$ cat src/rtl/layer_sequencer.sv
// Layer pass sequencer: writes N items into a buffer, reads them back, then drains and pulses done.
// Optional abort port and logic are enabled by defining LAYER_SEQ_ABORT_EN.
module layer_sequencer #(
  parameter int unsigned ADDR_W = 4
) (
  input  logic              clk,
  input  logic              reset_n,
  input  logic              start,
  input  logic [ADDR_W-1:0] len,
`ifdef LAYER_SEQ_ABORT_EN
  input  logic              abort,
`endif
  output logic              wr_en,
  output logic              rd_en,
  output logic [ADDR_W-1:0] addr,
  output logic              acc_clr,
  output logic              acc_en,
  output logic              busy,
  output logic              done
);

  typedef enum logic [2:0] {
    S_IDLE  = 3'd0,
    S_LOAD  = 3'd1,
    S_READ  = 3'd2,
    S_DRAIN = 3'd3,
    S_DONE  = 3'd4
  } state_e;

  state_e            state_q, state_d;
  logic [ADDR_W-1:0] addr_q, addr_d;
  logic [ADDR_W-1:0] len_q, len_d;
  logic              wr_en_q, wr_en_d;
  logic              rd_en_q, rd_en_d;
  logic              acc_clr_q, acc_clr_d;
  logic              acc_en_q, acc_en_d;
  logic              busy_q, busy_d;
  logic              done_q, done_d;
  logic              last_c;

  // Outputs are the registered values of the next-cycle decode below.
  always_ff @(posedge clk) begin
    if (!reset_n) begin
      state_q   <= S_IDLE;
      addr_q    <= '0;
      len_q     <= '0;
      wr_en_q   <= 1'b0;
      rd_en_q   <= 1'b0;
      acc_clr_q <= 1'b0;
      acc_en_q  <= 1'b0;
      busy_q    <= 1'b0;
      done_q    <= 1'b0;
    end else begin
      state_q   <= state_d;
      addr_q    <= addr_d;
      len_q     <= len_d;
      wr_en_q   <= wr_en_d;
      rd_en_q   <= rd_en_d;
      acc_clr_q <= acc_clr_d;
      acc_en_q  <= acc_en_d;
      busy_q    <= busy_d;
      done_q    <= done_d;
    end
  end

  assign last_c = (addr_q == (len_q - ADDR_W'(1)));

  always_comb begin
    state_d   = state_q;
    addr_d    = addr_q;
    len_d     = len_q;
    wr_en_d   = 1'b0;
    rd_en_d   = 1'b0;
    acc_clr_d = 1'b0;
    acc_en_d  = rd_en_q;  // one-cycle read latency
    busy_d    = 1'b1;
    done_d    = 1'b0;

    case (state_q)
      S_IDLE: begin
        busy_d = 1'b0;
        if (start) begin
          if (len != '0) begin
            len_d     = len;
            addr_d    = '0;
            state_d   = S_LOAD;
            wr_en_d   = 1'b1;
            acc_clr_d = 1'b1;
            busy_d    = 1'b1;
          end else begin
            done_d = 1'b1;
          end
        end
      end
      S_LOAD: begin
        if (last_c) begin
          state_d = S_READ;
          addr_d  = '0;
          rd_en_d = 1'b1;
        end else begin
          addr_d  = addr_q + ADDR_W'(1);
          wr_en_d = 1'b1;
        end
      end
      S_READ: begin
        if (last_c) begin
          state_d = S_DRAIN;
        end else begin
          addr_d  = addr_q + ADDR_W'(1);
          rd_en_d = 1'b1;
        end
      end
      S_DRAIN: begin
        state_d = S_DONE;
        done_d  = 1'b1;
      end
      S_DONE: begin
        state_d = S_IDLE;
        busy_d  = 1'b0;
      end
      default: begin
        state_d = S_IDLE;
        busy_d  = 1'b0;
      end
    endcase

`ifdef LAYER_SEQ_ABORT_EN
    // Abort overrides everything while a pass is in flight; the DONE pulse is left to complete.
    if (abort && (state_q == S_LOAD || state_q == S_READ || state_q == S_DRAIN)) begin
      state_d   = S_IDLE;
      addr_d    = '0;
      wr_en_d   = 1'b0;
      rd_en_d   = 1'b0;
      acc_clr_d = 1'b0;
      acc_en_d  = 1'b0;
      busy_d    = 1'b0;
      done_d    = 1'b0;
    end
`endif
  end

  assign wr_en   = wr_en_q;
  assign rd_en   = rd_en_q;
  assign addr    = addr_q;
  assign acc_clr = acc_clr_q;
  assign acc_en  = acc_en_q;
  assign busy    = busy_q;
  assign done    = done_q;

endmodule
$ cat config.mk
export PLATFORM = sky130hd
export DESIGN_NAME = layer_sequencer
export DESIGN_NICKNAME = d
export VERILOG_FILES = /design/src/rtl/layer_sequencer.sv
export SDC_FILE = /design/constraint.sdc
export NUM_CORES = 1
export LEC_CHECK = 0
export ABC_AREA = 1
export BUFFER_PORTS_ARGS = -buffer_cell sky130_fd_sc_hd__buf_2
export CAP_MARGIN = 25
export CORE_MARGIN = 2
export CORE_UTILIZATION = 45
export DETAILED_ROUTE_END_ITERATION = 12
export PLACE_DENSITY = 0.78
export SLEW_MARGIN = 20
export SYNTH_ARGS = -nofsm -noshare
export SYNTH_HDL_FRONTEND = slang
export SYNTH_SLANG_ARGS = --single-unit
$ cat constraint.sdc
create_clock -name clk -period 1.8 [get_ports clk]
set_clock_uncertainty 0.15 [all_clocks]
set_input_delay 0.18 -clock clk [delete_from_list [all_inputs] [get_ports clk]]
set_output_delay 0.18 -clock clk [all_outputs]
set_load 0.03 [all_outputs]
==> After elaboration in Yosys (flattened, before gate mapping) <==
Cells that the tools add are included.
{ "totals": {"input_bits": 7, "out_inout_bits": 10, "wordCells": 48, "regBits": 17} }
{ "op_classes": {"reduce_logical": 8, "eq_ne": 9, "mux": 20, "n_addsub": 2} }
{ "op_table": {"columns": ["operator", "count"], "rows": [
  ["$mux W4", 4],
  ["$mux W3", 4],
  ["$pmux W3 S4", 1],
  ["$pmux W4 S3", 1],
  ["$ne A2 B2 Y1 const B", 5],
  ["$pmux W1 S2", 4],
  ["$reduce_and A4 Y1", 2],
  ["$eq A3 B2 Y1 const B", 2],
  ["$mux W1", 6],
  ["$add A4 B1 Y4 const B", 1],
  ["$eq A4 B4 Y1", 1],
  ["$reduce_bool A4 Y1", 1],
  ["$sub A4 B1 Y4 const B", 1],
  ["$eq A3 B1 Y1 const B", 1],
  ["$logic_not A3 Y1", 1],
  ["$reduce_and A3 Y1", 1],
  ["$reduce_bool A3 Y1", 1],
  ["$reduce_or A3 Y1", 1],
  ["$reduce_and A2 Y1", 1]
]} }

==> Depth between registers and ports, before layout <==
{ "logic_depth": {"word_depth": 4, "depth_mapped": 14, "mapped_depth_nobuf": 14} }

==> Least setup slack after synthesis <==
Ideal clock, no wire load.
{ "synth_timing": {"kind": "reg-to-reg", "startpoint": "register len_q[0]", "endpoint": "register addr_q[0] (netlist: addr[0])", "period_less_slack_ps": 1717, "t_required_ps": 1535, "path_stages_with_launch": 11, "setup_ps": 115, "arrival_ps": 1452, "slack_ps": 83, "path_buffers": 0, "path_cell_list": "dfxtp_1 inv_1 ha_1 xor2_1 nand2_1 nor2_4 nand2_4 nand2_4 nand2_2 o21ai_2 nor2_2"} }
{ "synth_between": {"elab_chain_cells": 4, "elab_cells_between_ends": 6, "cone_classes": "add/sub (1); eq/ne (2); mux (2); reduce/logical (1)"} }
{ "synth_rtl": {"columns": ["element", "line_no", "source"], "rows": [
  ["start, declared", "32", "logic [ADDR_W-1:0] len_q, len_d;"],
  ["start signal, assigned", "56", "len_q <= len_d;"],
  ["$sub A4 B1 Y4 *", "66", "assign last_c = (addr_q == (len_q - ADDR_W'(1)));"],
  ["$eq A4 B4 Y1 *", "66", null],
  ["$mux W4 / $ne A2 B2 Y1 (equally long branches)", null, null],
  ["$pmux W4 S3 / $reduce_and A4 Y1 (equally long branches)", null, null],
  ["end signal, assigned", "55", "addr_q <= addr_d;"],
  ["end, declared", "31", "logic [ADDR_W-1:0] addr_q, addr_d;"]
]} }
Mark *: on every way between the ends. The rest lies on a longest branch, timed or not.
A chain may end at the register's enable or synchronous reset.

==> Worst setup path after layout <==
{ "layout_timing": {"startpoint": "register len_q[0]", "endpoint": "register addr_q[1] (netlist: addr[1])"} }
The elaborated chain is that of the path after synthesis.

==> results.json <==
{
  "critPathKind": "register to register",
  "critPathMaxStageDelay_ps": 350,
  "cellLeakagePower_nw": 0.572,
  "via_per_inst": 4.79,
  "area.growth.synth_to_final_pct": 21.5,
  "layout_setup_ws_ps": -3.82,
  "min_period_over_period_pct": 100,
  "fp.dieH_um": 49.6,
  "final_max_slew_viol_count": 0,
  "final_hold_viol_count": 0,
  "ir_drop_mv": 0.795,
  "htree_levels": 1,
  "reg2reg_slack_ps": -4,
  "drtAntennaViolNets": 0,
  "fillCellCount": 198,
  "status": "finished with violations",
  "p_total_mw": 1.91,
  "synth_top_area_share_pct": 36.3,
  "ys_top_cells_by_count": "nand2_1, dfxtp_1, inv_1",
  "synth_warnings": 0,
  "hold_path_class": "input port to register",
  "violations": "setup timing",
  "setup_viol": 1,
  "powerDensity_nw_per_um2": 1680,
  "synth_most_common_cell": "nand2_1",
  "drt_iter0_markers": 12,
  "die_area_um2": 2460,
  "post_drt_wl_per_cell_um": 10.6,
  "max_freq_ghz": 0.554,
  "clk-insertion-delay-late_ps": 290,
  "layout-drive-gt1-share_pct": 33.8,
  "cts_tree": "done",
  "critPathLaunchType": "register",
  "crit_required_ps": 1840,
  "cts_sinks": 17,
  "placed_cells": 170,
  "end_kind": "register",
  "routed_wl_mm": 1.89,
  "worst_slew_pin_slew_ps": 449,
  "met2_usage_pct": 29.1,
  "ys.flop_type": "dfxtp_1",
  "place_area_um2": 1060,
  "synth-edff-count": 0,
  "critPathMostFrequentCell": "nand2_4",
  "design_area_um2": 1140,
  "cp-startpoint": "len_q[0]",
  "grt_pass1_vias": 806,
  "pin_count": 17,
  "io_buffers": 16,
  "grt_pass1_wl_mm": 3.23,
  "drv_cap": 0,
  "grt_use_met3_pct": 1.82,
  "yosysSeqAreaShare_pct": 36.3,
  "gp_congestion": 0.754,
  "ys_types": 26,
  "root_buffer": "clkbuf_4",
  "rsz0062_at_grt": "true",
  "rows": 16,
  "cpMaxStageDelayCell": "dfxtp_2",
  "synth_nets": 135,
  "ys_seq_elements": 17,
  "syn_avg_cell_area_um2": 7.44,
  "yosys-top-cells-area": "dfxtp_1, nand2_1, inv_1, a21oi_1, nor2_1",
  "drc": 0,
  "grt-ovfl-total": 0,
  "met1_usage_pct": 20.2,
  "fin_crit_ps": 1800,
  "syn_inst": 126,
  "crit_path_max_fanout": 4,
  "core_area_um2": 1960,
  "start_util_pct": 47.8,
  "synth_top_area_cell": "dfxtp_1",
  "relSlewSlack_pct": 70.1,
  "path_clk_slew_ps": 100,
  "diodes": 0,
  "busiest_layer": "met2",
  "hold_path_startpoint": "reset_n",
  "nets": 161,
  "cp.arrival_ps": 1850,
  "vias": 852,
  "fin_cells": 178,
  "dp_hpwl_mm": 1.43,
  "cts_max_path_buffers": 2,
  "antenna_found_initial": 0,
  "die_w_um": 49.6,
  "gr-usage-all-layers_pct": 17.1,
  "firstDrtPassIters": 4,
  "grt_max_degree": 11,
  "async_reset_ff_share_pct": 0,
  "crit_chain": "inv_2, ha_4, xor2_1, nand2_1, nor2_4, nand2_4, nand2_4, nand2_2, o21ai_2, nor2_1",
  "setup_tns_ps": -3.82,
  "cts_made_buffers": 3,
  "r2r-start": "len_q[0]",
  "syn_area_um2": 937
}
==> cells by family after synthesis <==
kind of cell | share of synthesized area [%]
AOI/OAI and AO/OA | 11.1
adders and majority gates | 2.67
and+or+nand+nor | 37.2
buffers and inverters | 8.01
DFF | 36.3
xor gates and xnor gates | 4.67
==> cells in the final DEF, fill, tap and decap left out <==
master	Yosys	routed
nor3_2	1	1
nor2_4	2	2
ha_4	0	1
nand3_1	6	6
o21ai_0	1	1
a21oi_2	2	2
clkinv_1	1	1
o21ai_1	3	3
clkinv_2	0	1
ha_1	2	1
nand4_1	3	3
nand3_4	2	2
or2_1	1	1
dfxtp_1	17	15
inv_1	13	12
nor2_2	2	2
clkbuf_4	0	3
nor3_1	1	1
dlygate4sd3_1	0	2
a211oi_2	1	1
o21ai_2	1	1
nand2_1	28	27
buf_4	0	3
dfxtp_2	0	2
nand2_4	3	3
xnor2_1	1	1
inv_2	6	7
xor2_1	4	4
nor4_1	1	1
nor2_1	12	12
nand2_2	3	4
buf_2	0	16
a21oi_1	9	9
==> through the flow <==
step / setup slack [ps] / hold WS [ps] / utilization [%]
floorplan: 83.1 / 123 / -
global placement: 59.8 / 272 / 54.0
detailed placement: -14.3 / 283 / 54.0
CTS: 16.6 / 9.57 / 56.8
global route: -90.3 / 13.3 / 58.0
finish: -3.82 / 13.6 / 58.0
==> path summary, 6_finish.rpt <==
check,to,cells after the start
max,addr[1],10
min,acc_en,3
max reg2reg,addr[1],10
min reg2reg,acc_en,2
==> layout make-up <==
| type | instances | area, µm² | share of cell area [%] |
|---|---|---|---|
| inverter | 20 | 75.1 | 6.59 |
| clock buffer | 3 | 22.5 | 1.98 |
| tap | 27 | 33.8 | 2.97 |
| timing repair buffer | 21 | 123 | 10.8 |
| sequential | 17 | 343 | 30.1 |
| multi-input combinational | 89 | 537 | 47.1 |
| clock inverter | 1 | 5.00 | 0.440 |
==> repair_timing <==
action,in CTS,in global routing
hold endpoints to repair,2,0
cloned,0,0
hold buffers,2,0
pin swaps,3,8
buffers inserted,1,1
resized for setup,0,5
endpoints found under the setup margin,2,6
==> flip-flops by register name, indices dropped and copies added (netlist names) <==
register / count
acc_clr: 1
acc_en: 1
addr: 4
busy: 1
done: 1
len_q: 4
rd_en: 1
state_q: 3
wr_en: 1
==> metal layers <==
layer  up-vias  wire length [µm]
met2        13               912
met1       383               878
met4         0                56
li1        451                 -
met3         5                37
met5         -                 0
==> report_power, final <==
part / leakage (nW) / switching, mW / internal [mW]
combinational: 0.414 / 0.726 / 0.391
sequential: 0.140 / 0.0894 / 0.494
clock: 0.0177 / 0.125 / 0.0827
==> worst max-delay path, delay by kind of cell (launching register included) <==
| kind | cells | cell delay, ps |
|---|---|---|
| simple gates | 6 | 590 |
| xor+xnor | 1 | 150 |
| buf+inv | 1 | 50 |
| compound gates | 1 | 160 |
| flops | 1 | 350 |
| fa+ha+maj | 1 | 250 |
No activity file was read; power rests on OpenSTA's default activity.
